$ cat src/rtl/tdm_demux4_pkg.sv
// Shared types for the 4-slot TDM demultiplexer: channel count, slot index and framer state.
package tdm_demux4_pkg;

  localparam int unsigned NUM_CH = 4;

  typedef logic [1:0] slot_t;

  typedef enum logic {HUNT, LOCKED} state_e;

  function automatic logic [NUM_CH-1:0] slot_onehot(input slot_t s);
    logic [NUM_CH-1:0] oh;
    oh    = '0;
    oh[s] = 1'b1;
    return oh;
  endfunction

endpackage

$ cat src/rtl/tdm_slot_counter.sv
// Modulo-4 slot counter with synchronous clear, load-to-1 and increment (priority in that order).
module tdm_slot_counter
  import tdm_demux4_pkg::*;
(
  input  logic  clk,
  input  logic  clear,
  input  logic  load1,
  input  logic  inc,
  output slot_t slot
);

  slot_t slot_q;

  always_ff @(posedge clk) begin
    if (clear) begin
      slot_q <= '0;
    end else if (load1) begin
      slot_q <= slot_t'(1);
    end else if (inc) begin
      slot_q <= slot_q + slot_t'(1);
    end
  end

  assign slot = slot_q;

endmodule

$ cat src/rtl/tdm_demux4.sv
// 4-slot TDM demultiplexer with frame_sync hunting/locking and resync on misplaced sync.
// Define TDM_DEMUX4_FRAME_BUF_EN to present whole frames at once from shadow registers.
module tdm_demux4
  import tdm_demux4_pkg::*;
#(
  parameter int unsigned CH_W = 1
) (
  input  logic              clk,
  input  logic              rst_n,
  input  logic [CH_W-1:0]   din,
  input  logic              din_valid,
  input  logic              frame_sync,
  output logic [CH_W-1:0]   a,
  output logic [CH_W-1:0]   b,
  output logic [CH_W-1:0]   c,
  output logic [CH_W-1:0]   d,
  output logic [NUM_CH-1:0] ch_valid,
  output logic              frame_done,
  output logic              sync_err
);

  state_e state_q, state_d;
  slot_t  slot, sel;
  logic   route, load1, inc, err, done;

  tdm_slot_counter u_slot_counter (
    .clk   (clk),
    .clear (!rst_n),
    .load1 (load1),
    .inc   (inc),
    .slot  (slot)
  );

  always_comb begin
    state_d = state_q;
    route   = 1'b0;
    sel     = '0;
    load1   = 1'b0;
    inc     = 1'b0;
    err     = 1'b0;
    done    = 1'b0;
    if (din_valid) begin
      case (state_q)
        HUNT: begin
          if (frame_sync) begin
            state_d = LOCKED;
            route   = 1'b1;
            load1   = 1'b1;
          end
        end
        LOCKED: begin
          route = 1'b1;
          // A sync away from slot 0 restarts the frame on this sample.
          if (frame_sync && (slot != '0)) begin
            load1 = 1'b1;
            err   = 1'b1;
          end else begin
            sel  = slot;
            inc  = 1'b1;
            done = (slot == slot_t'(NUM_CH - 1));
          end
        end
        default: state_d = HUNT;
      endcase
    end
  end

  always_ff @(posedge clk) begin
    if (!rst_n) begin
      state_q <= HUNT;
    end else begin
      state_q <= state_d;
    end
  end

  logic [CH_W-1:0] ch_q [NUM_CH];

`ifdef TDM_DEMUX4_FRAME_BUF_EN
  logic [CH_W-1:0] sh_a_q, sh_b_q, sh_c_q;

  always_ff @(posedge clk) begin
    if (!rst_n) begin
      for (int i = 0; i < NUM_CH; i++) ch_q[i] <= '0;
      sh_a_q     <= '0;
      sh_b_q     <= '0;
      sh_c_q     <= '0;
      ch_valid   <= '0;
      frame_done <= 1'b0;
      sync_err   <= 1'b0;
    end else begin
      ch_valid   <= '0;
      frame_done <= done;
      sync_err   <= err;
      if (route) begin
        case (sel)
          2'd0: sh_a_q <= din;
          2'd1: sh_b_q <= din;
          2'd2: sh_c_q <= din;
          default: begin
            // Slot 3 is only reached after slots 0..2 of the same frame refreshed the shadows.
            ch_q[0]  <= sh_a_q;
            ch_q[1]  <= sh_b_q;
            ch_q[2]  <= sh_c_q;
            ch_q[3]  <= din;
            ch_valid <= '1;
          end
        endcase
      end
    end
  end
`else
  always_ff @(posedge clk) begin
    if (!rst_n) begin
      for (int i = 0; i < NUM_CH; i++) ch_q[i] <= '0;
      ch_valid   <= '0;
      frame_done <= 1'b0;
      sync_err   <= 1'b0;
    end else begin
      ch_valid   <= '0;
      frame_done <= done;
      sync_err   <= err;
      if (route) begin
        ch_q[sel] <= din;
        ch_valid  <= slot_onehot(sel);
      end
    end
  end
`endif

  assign a = ch_q[0];
  assign b = ch_q[1];
  assign c = ch_q[2];
  assign d = ch_q[3];

endmodule

$ cat config.mk
export PLATFORM = sky130hd
export DESIGN_NAME = tdm_demux4
export DESIGN_NICKNAME = d
export VERILOG_FILES = /design/src/rtl/tdm_demux4_pkg.sv /design/src/rtl/tdm_slot_counter.sv /design/src/rtl/tdm_demux4.sv
export SDC_FILE = /design/constraint.sdc
export NUM_CORES = 1
export LEC_CHECK = 0
export BUFFER_PORTS_ARGS = -buffer_cell sky130_fd_sc_hd__clkbuf_2
export CORE_AREA = 10 10 47 49
export DETAILED_ROUTE_END_ITERATION = 16
export DIE_AREA = 0 0 57 59
export GPL_TIMING_DRIVEN = 0
export PLACE_DENSITY = 0.61
export SKIP_LAST_GASP = 1
export SLEW_MARGIN = 20
export SYNTH_ARGS = -nofsm -noshare
export SYNTH_HDL_FRONTEND = slang
export SYNTH_SLANG_ARGS = --single-unit
$ cat constraint.sdc
create_clock -name clk -period 2.3 [get_ports clk]
set_input_delay 0.23 -clock clk [delete_from_list [all_inputs] [get_ports clk]]
set_output_delay 0.23 -clock clk [all_outputs]
set_load 0.005 [all_outputs]
### Yosys cells after proc, flatten, opt, wreduce, memory -nomap -nowiden

Memories as Yosys holds them, arrays and structs flattened.
Index checks and enable logic that the tools add are counted.

* bits in registers: 9
* bits of input ports: 5
* output and inout port bits: 10
* memories kept: 1
* bits in writable memories: 4
* word-level logic and storage cells: 47

Memory list
* ch_q: depth 4, width 1, rd ports 4, clocked after memory_dff 0, wr ports 4, RTL line tdm_demux4.sv:76 `logic [CH_W-1:0] ch_q [NUM_CH];`

* mux-type cells: 24
* reduce and logical (&&, ||, !) cells: 9
* equal/unequal tests: 1
* add/subtract/negate cells: 1
* bitwise gates (word level): 3
* order comparisons: 2

Operator list (count)
* 1-bit 2-to-1 mux: 17
* 2-bit 2-to-1 mux: 4
* 1-bit case mux with 2 select lines: 2
* 2-bit nonzero test: 2
* 4-bit OR reduction: 1
* 2-bit by 3-bit < comparator with 1-bit output (second input constant): 1
* 1-bit inverter: 3
* 3-bit AND reduction: 1
* 2-bit by 1-bit adder with 2-bit output (second input constant): 1
* 1-bit demux with 2-bit select: 1
* 2-bit equality test (second input constant): 1
* 2-bit by 1-bit greater-or-equal comparator with 1-bit output (second input constant): 1
* 1-bit logical AND: 2
* 2-bit AND reduction: 1
* 2-bit OR reduction: 1
* 1-bit OR reduction: 1

### Longest topological paths before layout

Gate-level depths: netlist of the first run.

* word-level depth: 9
* gate-level depth with buffers: 5
* depth with buffers taken out: 5

### Modules after synthesis

Synthesis of the first run repeated with hierarchy kept, for this count alone.

* cells, all modules: 49
* area, all modules: 511.7 um2

By module, submodules not included
* tdm_demux4: instances 1, cells an instance 41, area each 424.2 um2, seq. area each 230.2 um2
* tdm_slot_counter: instances 1, cells an instance 8, area each 87.6 um2, seq. area each 40.0 um2

### Worst setup path after synthesis of the first run

No wires, ideal clock.

* path kind: register to register
* from: register u_slot_counter.slot_q[0], in the netlist u_slot_counter.slot[0]
* to: memory ch_q[0]
* slack: 0.946 ns
* clock period less this slack: 1.354 ns
* stages on the path, launching flop included: 6
* data required time: 2.228 ns
* arrival: 1.282 ns
* path through: dfxtp_1 -> inv_2 -> ha_1 -> and2b_4 -> o311a_4 -> mux2i_1

RTL lines
* from (decl): RTL line tdm_slot_counter.sv:12 `slot_t slot_q;`
* from (signal assigned): RTL line tdm_slot_counter.sv:18 `slot_q <= slot_t'(1);`
* from (signal assigned): RTL line tdm_slot_counter.sv:20 `slot_q <= slot_q + slot_t'(1);`
* to (decl): RTL line tdm_demux4.sv:76

==> metrics.yaml, run 1 <==
cts:
  cts-root-buf: "clkbuf_4"
  cts_sinks: 13
  clock_path_buffers: 2
  holdBufCountCts: 0
  postCtsResizedCells: 0
  clk_latency_ns: 0.28
  tritoncts: "built"
  cts_buffers: 3
  postCtsSetupRepairBufs: 0
  h-tree-depth: 1
  path_clk_slew_ns: 0.08
sta:
  finalCritPeriodShare: 0.6425
  hold_viol: 0
  tightestPinTransition_ns: 0.3305
  finalClockSkew_ns: 0.003256
  maxSlewViolCount: 0
  holdWs_ns: 0.2455
  slew_headroom: 0.7778
  setup_viol: 0
  fin_crit_ns: 1.478
  rsz0062_at_grt: "false"
  fmax_mhz: 676.7
  fin_tns_setup_ns: 0
routing:
  vias: 409
  drt_wl_total_um: 996
  avgRoutedWirePerCell_um: 12.00
  drt_iter0_drc: 5
  final_antenna_net_count: 0
  drt_pre_antenna_iters: 6
  drc: 0
  vias_per_cell: 4.928
critical_path:
  required_ns: 2.51
  setup.worst_path.class: "register to register"
  worst_ep_arrival_time_ns: 1.69
  r2r-start: "u_slot_counter.slot[0]$_SDFFE_PN0P_"
  crit_fanout: 7
  crit_path_start: "u_slot_counter.slot[0]$_SDFFE_PN0P_"
  end_kind: "register"
  start_kind: "register"
  rrSetupSlack_ns: 0.82
logic_synthesis:
  yosysUniqueCellTypes: 23
  synth_ff_type: "dfxtp_1"
  async_reset_ff_frac: 0
  syn_inst: 50
  synth_nets: 57
  avgSynthCellArea_sq_um: 10.54
  yosysWarnings: 0
  synth.yosys.seq_area_share: 0.5131
  netlist_area_sq_um: 526.8
  synth_edf_count: 1
  ys_seq_elements: 13
floorplan:
  die_w_um: 57
  core_area_sq_mm: 0.001401
  ios: 15
  dieArea_sq_mm: 0.003363
  die_y_um: 59
  start_util: 0.3759
  rows: 14
placed_design:
  gp_congestion: 0.7311
  port_buffers: 13
  dp_hpwl_um: 767.8
hold_path:
  hold_path.startpoint: "din"
  hold_class: "primary input to register"
final_layout:
  drive_gt1_frac: 0.3582
  fin_nets: 75
  layout_commonest_cell: "clkbuf_2"
  syn_to_final_growth_pct: 21.14
  final_cell_mix: "clkbuf_2, dfxtp_1, nor2_1"
  num_antenna_cells: 0
global_routing:
  grt_pass1_wl_um: 1731
  grt.overflow.total: 0
  first_global_vias: 399
  grt_start_max_net_pins: 10
  gr-usage-all-layers: 0.06435
  antenna_found_initial: 0
pwr:
  power_density_mw_per_mm2: 661.2
  ir_drop_uv: 318.9
  p_total_mw: 0.4219
  p_leak_nw: 0.2750
run_status:
  outcome: "complete, no violations"
run:
  cap_violations: 0
[state kept, by name (all words and copies together) (netlist names)]
name / count
frame_done: 1
state_q: 1
ch_valid: 4
u_slot_counter.slot: 2
ch_q: 4
sync_err: 1
[critical path: stages (launching register included)]
cell and delay (ns):
dfxtp_1 0.48, inv_2 0.08, ha_1 0.20, and2b_4 0.29
o311a_4 0.20, mux2i_1 0.16
[cells in the mapped netlist (2+ instances only)]
library cell  count  area (sq um)
dfxtp_1          12         240.2
a21oi_1           2         10.01
inv_2             2         7.510
nand2_1           4         15.01
nor2_1            5         18.77
ha_1              2         25.02
and3_1            2         12.51
mux2i_1           3         30.03
inv_1             2         7.510
nor4_2            2         25.02
nand3_1           2         10.01
[worst paths after layout]
check / endpoint / cells past startpoint
worst min-delay path: ch_q[2]$_DFF_P_ / 3
worst min register to register: ch_q[2]$_DFF_P_ / 2
worst max register to register: ch_q[0]$_DFF_P_ / 5
worst max-delay path: ch_q[0]$_DFF_P_ / 5
[layer usage]
metal / part of all wire / wire length [um] / track usage / up-vias
met5: 0 / 0 / 0 / -
met2: 0.45 / 452 / 0.09302 / 9
met1: 0.48 / 477 / 0.07609 / 185
met3: 0.040 / 40 / 0.02146 / 3
met4: 0.025 / 25 / 0.05034 / 0
li1: - / - / - / 212
[final cells by class]
| cell class | instances | area, sq um |
|---|---|---|
| fillers | 155 | 763.2 |
| flip-flops and latches | 13 | 270.3 |
| multi-input cells | 32 | 234.0 |
| repair buffers | 13 | 65.06 |
| clock buffers | 4 | 26.28 |
| well taps | 16 | 20.02 |
| inverters | 4 | 15.01 |
| plain buffers | 1 | 7.507 |
[cell families (layout without fill, tap and decap cells)]
logic type / after synthesis / in the layout / share of synthesized area
AO/OA/AOI/OAI: 7 / 7 / 0.1212
adder cells (fa/ha/maj): 2 / 2 / 0.04750
buffers and inverters: 5 / 22 / 0.04277
flip-flops: 13 / 13 / 0.5131
multiplexers: 3 / 3 / 0.05701
AND/OR/NAND/NOR: 20 / 20 / 0.2185
[metrics by stage]
step	setup slack, ns	util	area [sq um]	instances
floorplan	0.9465	-	526.8	50
global placement	0.8587	0.4366	611.8	79
detailed placement	0.8274	0.4366	611.8	79
CTS	0.8110	0.4554	638.1	83
global route	0.6912	0.4554	638.1	83
finish	0.8222	0.4554	638.1	83
[report_power, final]
part           switching, mW  internal, mW  leakage (nW)  total, mW
clock network         0.0767        0.0674        0.0150      0.144
logic                 0.0204        0.0170         0.152     0.0374
registers            0.00635         0.234         0.108      0.241
total                  0.103         0.319         0.275      0.422
Note: power is estimated with default switching activity, not from simulation.
==> run 2: changes to the inputs <==
PLACE_DENSITY = 0.64   (was 0.61)
clock period = 1.2 ns   (was 2.3 ns; I/O delays follow)
==> run 2 against run 1 <==
  * The run now ends with negative setup slack left
  * Core utilization rose by 5.8 points
  * Fmax rose by 15%
  * Wire length rose by 12%
  * Via count rose by 3.2%
  * Sequential share of layout area fell by 3.7 points
  * Combinational power rose to 2.6 times the previous value
  * Design area rose by 13%
  * Die area did not move
  * Total power rose by 97%
  * Final cell count rose by 4.8%
  * Sequential power rose by 89%
  * Critical path type unchanged
  * Highest routed layer unchanged
==> metrics.yaml, run 2 (synthesis results as in run 1) <==
floorplan:
  die_w_um: 57
  ios: 15
  die_y_um: 59
  rows: 14
  core_area_sq_mm: 0.001401
  start_util: 0.3759
  dieArea_sq_mm: 0.003363
pwr:
  power_density_mw_per_mm2: 1153
  ir_drop_uv: 539.7
  p_leak_nw: 0.3001
sta:
  fin_ws_ns: -0.07976
  finalClockSkew_ns: 0.005065
  tightestPinTransition_ns: 0.3222
  fin_crit_ns: 1.280
  maxSlewViolCount: 0
  slew_headroom: 0.7846
  finalCritPeriodShare: 1.066
  rsz0062_at_grt: "true"
  fmax_mhz: 781.4
  setup_viol: 7
  holdWs_ns: 0.1379
  hold_viol: 0
run:
  cap_violations: 0
run_status:
  outcome: "complete, but fails checks"
  violations: "negative setup slack"
final_layout:
  final_cell_mix: "clkbuf_2, dfxtp_1, buf_4, nor2_1, nand2_1"
  syn_to_final_growth_pct: 36.58
  fin_nets: 79
  fin_area_sq_um: 719.4
  layout_commonest_cell: "clkbuf_2"
  drive_gt1_frac: 0.4648
  num_antenna_cells: 0
  fill_cells: 137
global_routing:
  grt_pass1_wl_um: 1835
  grt_start_max_net_pins: 10
  first_global_vias: 400
  gr-usage-all-layers: 0.06861
  grt.overflow.total: 0
  antenna_found_initial: 0
routing:
  vias: 422
  drt_iter0_drc: 10
  final_antenna_net_count: 0
  avgRoutedWirePerCell_um: 12.83
  drc: 0
  drt_wl_total_um: 1116
  vias_per_cell: 4.851
  drt_pre_antenna_iters: 4
critical_path:
  cp_slowest_cell: "dfxtp_4"
  crit_family: "flip-flops"
  crit_path_cell_trace: "inv_4 -> ha_4 -> and2b_4 -> o311a_4 -> mux2i_1"
  start_kind: "register"
  crit_fanout: 6
  required_ns: 1.38
  critPathBufInv: 1
  worst_ep_arrival_time_ns: 1.46
  end_kind: "register"
  crit_path_max_incr_delay_ns: 0.36
  setup.worst_path.class: "register to register"
cts:
  clock_path_buffers: 2
  cts-root-buf: "clkbuf_4"
  path_clk_slew_ns: 0.08
  h-tree-depth: 1
  cts_buffers: 3
  tritoncts: "built"
  holdBufCountCts: 0
  clk_latency_ns: 0.28
  cts_sinks: 13
placed_design:
  dpl_worst_slack_ns: -0.1576
  dp_hpwl_um: 778.1
  post_dp_cell_area_sq_um: 634.4
  port_buffers: 13
  gp_congestion: 0.7735
hold_path:
  hold_class: "primary input to register"
## run 2: cell count changes in the layout (fill, tap and decap cells not counted), moves of 2 or more
| cell | change |
|---|---|
| inv_4 | +2 |
| dfxtp_1 | -2 |
| nor4_2 | -2 |
| inv_2 | -2 |
| dfxtp_4 | +2 |
| nor4_4 | +2 |
| buf_4 | +4 |
## run 2: cell type report
type | instances | area (sq um) | area share
multi-input combinational | 32 | 272.8 | 0.3791
inverter | 4 | 20.02 | 0.02783
sequential | 13 | 277.8 | 0.3861
tap | 16 | 20.02 | 0.02783
timing repair buffer | 17 | 95.09 | 0.1322
clock buffer | 4 | 26.28 | 0.03652
buffer | 1 | 7.507 | 0.01043
## run 2: report_power, final
group | internal [mW] | switching, mW | leakage (nW)
combinational | 0.0441 | 0.0548 | 0.176
clock | 0.129 | 0.145 | 0.0150
sequential | 0.447 | 0.00901 | 0.109
total | 0.620 | 0.209 | 0.300
## run 2: metal layers
| layer | share of wire | routed length, um | vias to the layer above | global-route usage |
|---|---|---|---|---|
| li1 | - | - | 216 | - |
| met1 | 0.43 | 482 | 192 | 0.07461 |
| met2 | 0.47 | 530 | 11 | 0.1054 |
| met3 | 0.068 | 76 | 3 | 0.02790 |
| met4 | 0.024 | 27 | 0 | 0.05034 |
| met5 | 0 | 0 | - | 0 |
## run 2: worst paths after layout
kind / startpoint / endpoint / slack (ns) / cells after the start
max: u_slot_counter.slot[1]$_SDFFE_PP0P_ / ch_q[0]$_DFF_P_ / -0.08 / 5
min: din / ch_q[0]$_DFF_P_ / 0.14 / 3
max reg2reg: u_slot_counter.slot[1]$_SDFFE_PP0P_ / ch_q[0]$_DFF_P_ / -0.08 / 5
min reg2reg: ch_q[1]$_DFF_P_ / ch_q[1]$_DFF_P_ / 0.47 / 2
## run 2: metrics by stage
step	util	std cells	setup TNS, ns	total power, mW
finish	0.5134	87	-0.2743	0.8292
CTS	0.5107	87	-0.2994	0.8307
global route	0.5134	87	-0.7149	0.8659
floorplan	-	50	-0.1908	0.5222
detailed placement	0.4527	79	-0.6635	0.5491
global placement	0.4527	79	-0.6011	0.5473
## run 2: worst min-delay path: cells and delay by family
kind	cells	cell delay [ns]
buf+inv	2	0.18
mux	1	0.08
## run 2: what timing repair did
| item | 4_1_cts | 5_1_grt |
|---|---|---|
| buffers inserted | 4 | 0 |
| pin swaps | 1 | 2 |
| endpoints found under the setup margin | 9 | 7 |
| resized for setup | 5 | 1 |
